`src/rtl/pc_gen.sv`:
```
`default_nettype none
// ============================================================================
// Module   : pc_gen
// Purpose  : Fetch-address generator for the MIPS32 instruction ROM.
//            Optional macro PC_MISALIGN_EXC_EN enables misaligned-fetch traps.
// Revision : 1.0  initial release
// ============================================================================
module pc_gen #(
   parameter logic [31:0] RESET_VEC = 32'h0000_0000,
   parameter int          ADDR_W    = 32
) (
   input  logic              clk,
   input  logic              rst,
   input  logic              stall_if,
   input  logic              branch_flag,
   input  logic [ADDR_W-1:0] branch_target,
   input  logic              flush,
   input  logic [ADDR_W-1:0] new_pc,
   output logic [ADDR_W-1:0] pc,
   output logic              ce,
   output logic              pend_valid,
   output logic              fetch_adel
);

   typedef enum logic [1:0] {
      S_RST  = 2'd0,
      S_RUN  = 2'd1,
      S_HOLD = 2'd2
   } state_t;

   state_t            state_q, state_d;
   logic [ADDR_W-1:0] pc_q, pc_d;
   logic [ADDR_W-1:0] pend_addr_q, pend_addr_d;
   logic              ce_q, ce_d;
   logic              adel_q, adel_d;
   logic              w_load;
   logic [ADDR_W-1:0] w_load_addr;

   always_comb begin
      state_d     = state_q;
      pc_d        = pc_q;
      pend_addr_d = pend_addr_q;
      ce_d        = 1'b1;
      adel_d      = adel_q;
      w_load      = 1'b0;
      w_load_addr = pc_q;

      case (state_q)
         S_RST: begin
            state_d = S_RUN;
         end
         S_RUN: begin
            if (flush) begin
               w_load      = 1'b1;
               w_load_addr = new_pc;
            end else if (adel_q) begin
               pc_d = pc_q;
            end else if (stall_if) begin
               if (branch_flag) begin
                  pend_addr_d = branch_target;
                  state_d     = S_HOLD;
               end
            end else if (branch_flag) begin
               w_load      = 1'b1;
               w_load_addr = branch_target;
            end else begin
               pc_d = pc_q + 32'd4;
            end
         end
         S_HOLD: begin
            if (flush) begin
               w_load      = 1'b1;
               w_load_addr = new_pc;
               state_d     = S_RUN;
            end else if (stall_if) begin
               if (branch_flag) begin
                  pend_addr_d = branch_target;
               end
            end else begin
               // A redirect arriving on the release cycle is the newest one.
               w_load      = 1'b1;
               w_load_addr = branch_flag ? branch_target : pend_addr_q;
               state_d     = S_RUN;
            end
         end
         default: begin
            state_d = S_RST;
         end
      endcase

`ifdef PC_MISALIGN_EXC_EN
      if (w_load) begin
         pc_d   = w_load_addr;
         adel_d = (w_load_addr[1:0] != 2'b00);
      end
      ce_d = ~adel_d;
`else
      if (w_load) begin
         pc_d = w_load_addr & ~32'h3;
      end
      adel_d = 1'b0;
`endif
   end

   always_ff @(posedge clk) begin
      if (rst) begin
         state_q     <= S_RST;
         pc_q        <= RESET_VEC;
         pend_addr_q <= '0;
         ce_q        <= 1'b0;
         adel_q      <= 1'b0;
      end else begin
         state_q     <= state_d;
         pc_q        <= pc_d;
         pend_addr_q <= pend_addr_d;
         ce_q        <= ce_d;
         adel_q      <= adel_d;
      end
   end

   assign pc         = pc_q;
   assign ce         = ce_q;
   assign pend_valid = (state_q == S_HOLD);
   assign fetch_adel = adel_q;

endmodule
`default_nettype wire
```
`config.mk`:
```
export PLATFORM = sky130hd
export DESIGN_NAME = pc_gen
export DESIGN_NICKNAME = d
export VERILOG_FILES = /design/src/rtl/pc_gen.sv
export SDC_FILE = /design/constraint.sdc
export NUM_CORES = 1
export LEC_CHECK = 0
export CAP_MARGIN = 20
export CORE_UTILIZATION = 53
export CTS_CLUSTER_DIAMETER = 120
export CTS_CLUSTER_SIZE = 12
export DETAILED_ROUTE_END_ITERATION = 16
export PLACE_DENSITY = 0.91
export SLEW_MARGIN = 5
export SYNTH_ARGS = -nofsm -noshare
export SYNTH_HDL_FRONTEND = slang
export SYNTH_SLANG_ARGS = --single-unit
```
`constraint.sdc`:
```
create_clock -name clk -period 4.7 [get_ports clk]
set_input_delay 0.705 -clock clk [delete_from_list [all_inputs] [get_ports clk]]
set_output_delay 0.705 -clock clk [all_outputs]
set_load 0.005 [all_outputs]
```
# --- Word level (Yosys, flattened, before mapping) ---
# Cells that the tools add are included.
totals:
  out_inout_bits: 35
  register_bits: 67
  in_bits: 69
  word_cells: 57
classes:
  reduce_logical: 9
  eq_ne: 13
  mux: 28
  add_sub_neg: 1
  bitwise_logic: 1
op_table:
  columns: ["operator", "count"]
  rows:
  - ["32-bit 2-to-1 mux", 14]
  - ["32-bit case mux with 2 select lines", 1]
  - ["32-bit by 3-bit adder with 32-bit output, second input constant", 1]
  - ["2-bit 2-to-1 mux", 5]
  - ["2-bit != test, second input constant", 4]
  - ["4-bit != test, second input constant", 2]
  - ["7-bit AND reduction", 1]
  - ["1-bit 2-to-1 mux", 6]
  - ["2-bit by 1-bit != test with 1-bit output, second input constant", 3]
  - ["3-bit != test, second input constant", 2]
  - ["2-bit case mux with 3 select lines", 1]
  - ["4-bit AND reduction", 1]
  - ["2-bit nonzero test", 2]
  - ["2-bit OR reduction", 2]
  - ["3-bit AND reduction", 1]
  - ["2-bit by 1-bit equality test with 1-bit output, second input constant", 1]
  - ["2-bit equality test, second input constant", 1]
  - ["2-bit zero test", 1]
  - ["1-bit case mux with 2 select lines", 1]
  - ["2-bit AND reduction", 1]
  - ["1-bit inverter", 1]

# --- Logic depth before layout (Yosys ltp) ---
# Gate-level depths: netlist (run 1).
depth:
  depth_word: 6
  mapped_depth: 9
  ltp_nobuf: 7

# --- Least setup slack after synthesis (run 1) ---
# Ideal clock, no wire load.
synth_path:
  path_kind: "input-to-reg"
  from: "in flush"
  to: "reg pc_q[15] (netlist: pc[15])"
  setup_slack_ns: 2.619
  stages: 8
  required_time_ns: 4.630
  path_buffers: 3
  setup_ns: 0.070
  arrival_time_ns: 2.011
  cell_sequence: "buf_2 -> or3_4 -> and3_1 -> buf_6 -> buf_6 -> nor4_2 -> a21oi_1 -> a21oi_1"
synth_via:
  elab_chain_len: 4
  elab_cells_between_ends: 14
  cone_classes: "eq/ne (5); mux (7); reduce/logical (2)"
synth_lines:
  columns: ["item", "line", "text"]
  rows:
  - ["from (decl)", "17", "input logic flush,"]
  - ["1-bit 2-to-1 mux, on equally long branches", "71, 53", null]
  - ["1-bit case mux with 2 select lines", "48", "case (state_q)"]
  - ["4-bit != test (no line) (tied with other cells)", null, null]
  - ["7-bit AND reduction (no line)", null, null]
  - ["to (signal assigned)", "114", "pc_q <= pc_d;"]
  - ["to (decl)", "32", "logic [ADDR_W-1:0] pc_q, pc_d;"]
# Parallel ways exist; a longest one is shown, timed or not.
# A chain may end at the register's enable or synchronous reset.

# --- Worst setup path after layout (run 1) ---
layout_path:
  from: "in branch_flag"
  to: "reg pc_q[28] (netlist: pc[28])"
layout_via:
  elab_chain_len: 6
  elab_cells_between_ends: 15
  cone_classes: "eq/ne (4); mux (9); reduce/logical (2)"
layout_lines:
  columns: ["item", "line", "text"]
  rows:
  - ["from (decl)", "15", "input logic branch_flag,"]
  - ["1-bit 2-to-1 mux", "63", "end else if (branch_flag) begin"]
  - ["1-bit 2-to-1 mux", "58", "end else if (stall_if) begin"]
  - ["1-bit 2-to-1 mux", "53", "if (flush) begin"]
  - ["1-bit case mux with 2 select lines", "48", null]
  - ["4-bit != test (no line) (tied with other cells)", null, null]
  - ["7-bit AND reduction (no line)", null, null]
# Parallel ways exist; a longest one is shown, timed or not. The select of a mux whose other input is x is not followed.

==> results of run 1 <==
==> cell type report <==
| type | instances | area share, % |
|---|---|---|
| multi-input cells | 411 | 48.8 |
| well taps | 99 | 2.46 |
| flip-flops and latches | 63 | 25.0 |
| repair buffers | 103 | 19.9 |
| clock buffers | 13 | 3.16 |
| clock inverters | 1 | 0.0994 |
| inverters | 7 | 0.522 |
==> layer usage <==
layer	up-vias	wire (µm)	global-route usage, %
met5	-	0	0
met2	278	5640	49.4
met4	0	369	15.2
li1	2066	-	-
met1	2056	4790	40.1
met3	41	1090	5.13
==> cells by family after synthesis <==
family,count (synthesis),synth area share [%]
DFF,63,31.8
muxes,5,1.26
and+or+nand+nor,227,30.6
AOI/OAI and AO/OA,170,28.0
other,1,0.0946
adders and majority gates,6,1.89
buffers and inverters,48,6.35
==> power by group through the flow <==
| stage | logic [µW] | clock network [µW] | registers [µW] |
|---|---|---|---|
| 4_1_cts | 267 | 412 | 574 |
| 5_1_grt | 296 | 434 | 577 |
| 6_report | 273 | 413 | 575 |
| 2_1_floorplan | 161 | 0 | 582 |
| 3_3_place_gp | 258 | 0 | 584 |
| 3_5_place_dp | 266 | 0 | 586 |
==> worst paths after layout <==
check                     to  slack [ns]            start
max                   pc[28]        1.61      branch_flag
min          pend_addr_q[22]        0.45  pend_addr_q[22]
max reg2reg            pc[5]        2.09       state_q[0]
min reg2reg  pend_addr_q[22]        0.45  pend_addr_q[22]
==> metrics by stage <==
| step | cell area (µm²) | std cells | hold WS (ns) | setup slack (ns) | power (µW) |
|---|---|---|---|---|---|
| final | 5040 | 697 | 0.453 | 1.61 | 1260 |
| after global routing | 5040 | 697 | 0.474 | 1.44 | 1310 |
| after CTS | 5040 | 697 | 0.454 | 1.66 | 1250 |
| after detailed placement | 4870 | 683 | 0.446 | 1.32 | 852 |
| after floorplan | 3970 | 522 | 0.432 | 2.62 | 742 |
| after global placement | 4870 | 683 | 0.438 | 1.36 | 843 |
==> synthesized netlist by cell type, types with 6 or more instances <==
master and instances:
a21oi_1 52, a221oi_1 11, a22oi_1 28, a31oi_1 12, clkbuf_1 23, dfxtp_1 63, ha_1 6, inv_1 6
nand2_1 103, nand2b_1 6, nand3_1 25, nor2_1 16, nor2b_1 7, nor3_1 14, o211ai_1 6, o21ai_0 29
or3_1 9
==> worst max-delay path: cells and delay by family <==
family,cells,cell delay [ns]
AOI/OAI and AO/OA,3,1.01
buffers and inverters,2,0.91
and+or+nand+nor,2,0.66
==> flip-flops by register name (all words and copies together), names as in the netlist <==
name / count
pc: 30
ce: 1
pend_addr_q: 30
state_q: 2
==> reports/results.ini, run 1 <==
[status]
status=finished, final reports clean

[clock_tree]
cts-root-buf=clkbuf_8
clock_latency_ns=0.34
cts_sinks=63
cts_hold_buf=0
clockBufferDepth=2
htree_levels=3
post_cts_resized=0
post_cts_buffers=0
cts-buffers-inserted=9
cts_tree=yes
clkTransAtPathRegs_ns=0.07

[place]
portBuffers=96
hpwl_um=8290
place_congestion=0.891

[grt]
overflow=0
antenna_found_initial=0
grt_pass1_vias=3914
grt_pass1_wl_um=18600
grt_max_degree=65
grt_use_total_pct=30.8

[timing]
tns_ns=0
hold_violations=0
post-route-period-util_pct=65.8
fmax_mhz=323
clock_skew_ns=0.00885
tightest_slew_ns=1.07
setup_viol=0
rsz0062_at_grt=no
drv_slew=0
max_slew_margin_pct=28.8
period_needed_ns=3.09

[pwr]
comb_power_share_pct=21.6
intPower_uw=891
leakagePower_uw=0.00163
switchingPower_uw=369
p_seq_share_pct=45.6
p_per_area_nw_per_um2=250
clkPwrFrac_pct=32.7
switching_share_pct=29.3
vdd_drop_max_v=0.000165

[drt]
ant_nets=0
vias=4441
dr.pass1.iters=5
wl_um=11900
vias_per_cell=6.37
drt_iter0_drc=558
drc=0
wl_per_cell_um=17.1

[die]
io_pins=104
rows=31
die_w_um=88.5
core_um2=7250
initial_core_util_pct=54.6
dieArea_um2=7830
fp.dieH_um=88.5

[finish]
final_nets=670
drive_above_1_share_pct=7.36
final_common_cell=nand2_1
final_cell_mix=103 x nand2_1, 94 x clkdlybuf4s50_1, 63 x dfxtp_1, 52 x a21oi_1, 29 x o21ai_0
synthToLayoutAreaGrowth_pct=27.1
antennaDiodeCount=0
finish.utilization_pct=69.4
regArea_um2=1260
multi_input_area_um2=2460
fill_cells=587

[setup_path]
end_kind=flip-flop
cpMaxStageDelayCell=o311ai_4
path_max_fanout=18
crit_type=primary input to flip-flop
path_cells=clkdlybuf4s50_1 -> buf_4 -> or2_1 -> o311ai_4 -> nor2_1 -> a22oi_1 -> a31oi_1
startpoint_type=primary input
rr_worst_depth=8
cp.required_ns=4.90
crit_arrival_ns=3.29
cp_slowest_stage_delay_ns=0.64

[yosys]
synthArstFlopShare_pct=0
synth_edf_count=0
yosys.area.top_type=dfxtp_1
synthDistinctLibCells=66
postSynthCellCount=520
synth.area.top_cells=dfxtp_1 32%, nand2_1 9.8%, a21oi_1 6.6%
avgSynthCellArea_um2=7.62
synth-seq-cells=63
ys_warn_count=0
synth_top_area_share_pct=31.8
yosys_most_used_dff=dfxtp_1
netlist_area_um2=3960
seq_area_frac_synth_pct=31.8

[min_path]
min_path_type=flip-flop to flip-flop
holdPathStages=2

[run]
cap_viol_max_count=0

No activity file was read; power rests on OpenSTA's default activity.
==> inputs of run 2 (changes only) <==
--- a/config.mk
+++ b/config.mk
@@ -6,11 +6,11 @@
 export NUM_CORES = 1
 export LEC_CHECK = 0
 export CAP_MARGIN = 20
-export CORE_UTILIZATION = 53
+export CORE_UTILIZATION = 45
 export CTS_CLUSTER_DIAMETER = 120
 export CTS_CLUSTER_SIZE = 12
 export DETAILED_ROUTE_END_ITERATION = 16
-export PLACE_DENSITY = 0.91
+export PLACE_DENSITY = 0.83
 export SLEW_MARGIN = 5
 export SYNTH_ARGS = -nofsm -noshare
 export SYNTH_HDL_FRONTEND = slang
==> constraint.sdc (replaced) <==
create_clock -name clk -period 2.6 [get_ports clk]
set_input_delay 0.39 -clock clk [delete_from_list [all_inputs] [get_ports clk]]
set_output_delay 0.39 -clock clk [all_outputs]
set_load 0.005 [all_outputs]
==> run 2 against run 1 <==
Against the previous run: flip-flop and latch count unchanged; sequential share of layout area down 0.46 points; hold slack worse by 0.0013 ns; setup slack worse by 1.3 ns; critical path type is now flip-flop to flip-flop; wire length up 0.88%; combinational power up 86%; final cell count up 2.0%; first-iteration DRC count down 25%; global-route usage down 3.9 points; sequential power up 81%; clock skew up 0.0017 ns; via count down 2.0%.
==> reports/results.ini, run 2 (same netlist as run 1, synthesis figures left out) <==
[timing]
hold_violations=0
hold_slack_ns=0.452
clock_skew_ns=0.0105
tns_ns=0
drv_slew=0
setup_viol=0
max_slew_margin_pct=48.2
period_needed_ns=2.32
tightest_slew_ns=0.774
rsz0062_at_grt=no
post-route-period-util_pct=89.1
fmax_mhz=432

[clock_tree]
htree_levels=3
post_cts_buffers=0
cts_hold_buf=0
cts-buffers-inserted=9
clockBufferDepth=2
post_cts_resized=0
clkTransAtPathRegs_ns=0.07
cts_sinks=63
clock_latency_ns=0.35
cts-root-buf=clkbuf_8
cts_tree=yes

[status]
status=finished, final reports clean

[drt]
drc=0
vias_per_cell=6.12
drt_iter0_drc=421
dr.pass1.iters=5
wl_um=12000
ant_nets=0
wl_per_cell_um=16.9
vias=4352

[die]
die_w_um=95.8
rows=33
core_um2=8380
initial_core_util_pct=47.3
dieArea_um2=9190
fp.dieH_um=95.8
io_pins=104

[pwr]
intPower_uw=1640
vdd_drop_max_v=0.000263
leakagePower_uw=0.00169
switching_share_pct=29.3
p_per_area_nw_per_um2=453
p_seq_share_pct=44.6
switchingPower_uw=682
clkPwrFrac_pct=33.5
comb_power_share_pct=21.8

[place]
hpwl_um=8610
dp.cells=698
portBuffers=96
place_congestion=0.849

[setup_path]
crit_type=flip-flop to flip-flop
rrSetupSlack_ns=0.28
end_kind=flip-flop
rr_worst_depth=7
crit_arrival_ns=2.57
startpoint_type=flip-flop
path_max_fanout=11
r2r_end=pc[31]
critPathLaunch=state_q[0]
reg2reg_from=state_q[0]
cp.required_ns=2.86

[grt]
grt_pass1_vias=3888
antenna_found_initial=0
overflow=0
grt_use_total_pct=27.0
grt_pass1_wl_um=19100
grt_max_degree=34

[run]
cap_viol_max_count=0

[finish]
drive_above_1_share_pct=8.91
multi_input_area_um2=2460
fill_cells=753
antennaDiodeCount=0
final_nets=679
synthToLayoutAreaGrowth_pct=29.5
final_cell_mix=103 x nand2_1, 94 x clkdlybuf4s50_1, 63 x dfxtp_1, 52 x a21oi_1, 29 x o21ai_0
regArea_um2=1260
fin_cells=711
final_common_cell=nand2_1

[min_path]
holdPathStages=2
min_path_type=flip-flop to flip-flop
min_from=pend_addr_q[22]
hold_path_end=pend_addr_q[22]

## run 2: power groups by stage
stage / sequential, µW / combinational, µW / clock (µW)
after floorplan: 1050 / 290 / 0
after global placement: 1060 / 488 / 0
after detailed placement: 1060 / 498 / 0
after CTS: 1040 / 499 / 778
after global routing: 1040 / 549 / 826
final: 1040 / 508 / 779
## run 2: worst max-delay path by stage
stage,depth (start not counted),to
3_3_place_gp,6,pc[19]
3_5_place_dp,5,pc[11]
2_1_floorplan,9,pc[15]
4_1_cts,6,pc[2]
6_report,7,pc[31]
5_1_grt,6,pc[31]
## run 2: worst max-delay path, cell delays in order (launching register included)
cell and delay, ns:
dfxtp_1 0.38, inv_1 0.10, ha_1 0.30, and2b_4 0.32, o311ai_4 0.12, nor2_1 0.62, nand2_1 0.14, a31oi_1 0.24
## run 2: layout make-up
class / count / share of cell area (%)
clock buffer: 12 / 3.22
clock inverter: 1 / 0.0976
inverter: 7 / 0.512
multi-input combinational: 411 / 47.9
sequential: 63 / 24.6
tap: 105 / 2.56
timing repair buffer: 112 / 21.1
## run 2: routing by layer
layer / wire (µm) / up-vias / global-route usage [%]
li1: - / 2094 / -
met1: 5190 / 2005 / 36.6
met2: 5610 / 234 / 42.9
met3: 1020 / 19 / 5.37
met4: 176 / 0 / 8.58
met5: 0 / - / 0
## run 2: metrics by stage
stage / setup slack, ns / area, µm² / util, % / power (µW)
global route: 0.0499 / 5130 / 61.2 / 2420
CTS: 0.312 / 5130 / 61.2 / 2310
finish: 0.284 / 5130 / 61.2 / 2320
global placement: 0.199 / 4960 / 59.2 / 1540
detailed placement: 0.136 / 4960 / 59.2 / 1560
floorplan: 0.606 / 3970 / - / 1340
==> inputs of run 3 (changes only) <==
--- a/config.mk
+++ b/config.mk
@@ -6,11 +6,13 @@
 export NUM_CORES = 1
 export LEC_CHECK = 0
 export CAP_MARGIN = 20
+export CORE_MARGIN = 3
 export CORE_UTILIZATION = 45
 export CTS_CLUSTER_DIAMETER = 120
 export CTS_CLUSTER_SIZE = 12
 export DETAILED_ROUTE_END_ITERATION = 16
 export PLACE_DENSITY = 0.83
+export REMOVE_ABC_BUFFERS = 1
 export SLEW_MARGIN = 5
 export SYNTH_ARGS = -nofsm -noshare
 export SYNTH_HDL_FRONTEND = slang
==> run 3 against run 2 <==
Against the previous run: flip-flop and latch count unchanged; fmax is 1.8% higher; clock skew fell by 0.0052 ns; first-iteration DRC count shrank 36%; critical path depth is 1 higher; sequential power hardly changed; global-route usage shrank 3.0 points; final cell count up 0.42%; critical endpoint is now pc[8]; largest power group unchanged.
==> reports/results.ini, run 3 (same netlist as run 1, synthesis figures left out) <==
[place]
pre_cts_slack_ns=0.123
portBuffers=96
hpwl_um=8390
place_congestion=0.864
dp.cells=700

[timing]
post-route-period-util_pct=87.5
tightest_slew_ns=0.551
clock_skew_ns=0.00535
setup_viol=0
tns_ns=0
max_slew_margin_pct=63.3
fin_ws_ns=0.325
period_needed_ns=2.28
hold_violations=0
drv_slew=0
rsz0062_at_grt=no
fmax_mhz=440

[clock_tree]
clockBufferDepth=2
cts-root-buf=clkbuf_8
post_cts_buffers=0
cts_tree=yes
htree_levels=3
post_cts_resized=0
cts_hold_buf=0
cts-buffers-inserted=9
clock_latency_ns=0.34
clkTransAtPathRegs_ns=0.06
cts_sinks=63

[finish]
finish.utilization_pct=61.2
final_common_cell=nand2_1
fin_cells=714
fill_cells=728
final_cell_mix=103 x nand2_1, 94 x clkdlybuf4s50_1, 63 x dfxtp_1, 52 x a21oi_1, 29 x o21ai_0
synthToLayoutAreaGrowth_pct=29.4
final_nets=681
antennaDiodeCount=0
drive_above_1_share_pct=9.03

[grt]
grt_use_total_pct=24.0
grt_pass1_wl_um=19700
overflow=0
grt_max_degree=43
grt_pass1_vias=4216
antenna_found_initial=0

[die]
die_w_um=99.8
initial_core_util_pct=47.3
fp.dieH_um=99.8
core_um2=8380
rows=33
io_pins=104
dieArea_um2=9970

[setup_path]
crit_type=flip-flop to flip-flop
end_kind=flip-flop
rrSetupSlack_ns=0.32
rr_worst_depth=8
path_max_fanout=15
startpoint_type=flip-flop
reg2reg_from=state_q[0]
cp.required_ns=2.85
crit_arrival_ns=2.52
r2r_end=pc[8]

[drt]
ant_nets=0
drc=0
vias_per_cell=6.12
wl_um=11900
vias=4372
wl_per_cell_um=16.6
drt_iter0_drc=268
dr.pass1.iters=5

[min_path]
min_path_type=primary input to flip-flop
holdPathStages=2
hold_path_end=state_q[0]
min_from=rst

[pwr]
vdd_drop_max_v=0.000268
p_per_area_nw_per_um2=447
leakagePower_uw=0.00169
power_uw=2290

[run]
cap_viol_max_count=0

[status]
status=finished, final reports clean

## run 3: cell count changes in the layout (fill, tap and decap cells not counted)
cell / previous run / this run
buf_4: 15 / 18
buf_12: 1 / 0
clkbuf_1: 0 / 2
clkbuf_8: 12 / 11
## run 3: power by group
group	switching [µW]	leakage, µW	internal (µW)
sequential	41.5	0.000509	998
combinational	256	0.00109	244
clock	364	0.0000854	387
total	661	0.00169	1630
## run 3: how the worst max path moves through the flow
stage,end,start,slack [ns],cells past startpoint
finish,pc[8],state_q[0],0.32,8
global route,pc[20],state_q[0],0.12,7
global placement,pc[14],branch_flag,0.18,8
CTS,pc[13],state_q[0],0.36,7
detailed placement,pc[14],branch_flag,0.12,8
floorplan,pc[19],state_q[0],0.17,7
## run 3: cell type report
type	instances	area [µm²]	area share, %
multi-input cells	411	2460	47.9
flip-flops and latches	63	1260	24.6
repair buffers	114	1090	21.2
clock buffers	13	159	3.10
well taps	105	131	2.56
inverters	7	26.3	0.513
clock inverters	1	5.00	0.0976
## run 3: critical path: stages (launching register included)
cell and delay [ns]:
dfxtp_1 0.37, inv_1 0.09, ha_1 0.29, or3_4 0.43, and3_1 0.37, buf_4 0.23, nor3_1 0.17, a21oi_1 0.07
o32ai_1 0.15
## run 3: metrics by stage
step	cell area, µm²	hold WS, ns
floorplan	3740	0.426
global placement	4960	0.439
detailed placement	4960	0.446
CTS	5130	0.432
global route	5130	0.465
finish	5130	0.433
## run 3: per-layer routing
layer	GRT usage [%]	vias to the layer above	wire length (µm)	share of wire [%]
met3	3.96	28	807	6.8
met4	10.1	0	294	2.5
li1	-	2090	-	-
met2	40.0	195	5780	49
met1	30.6	2059	5000	42
met5	0	-	0	0
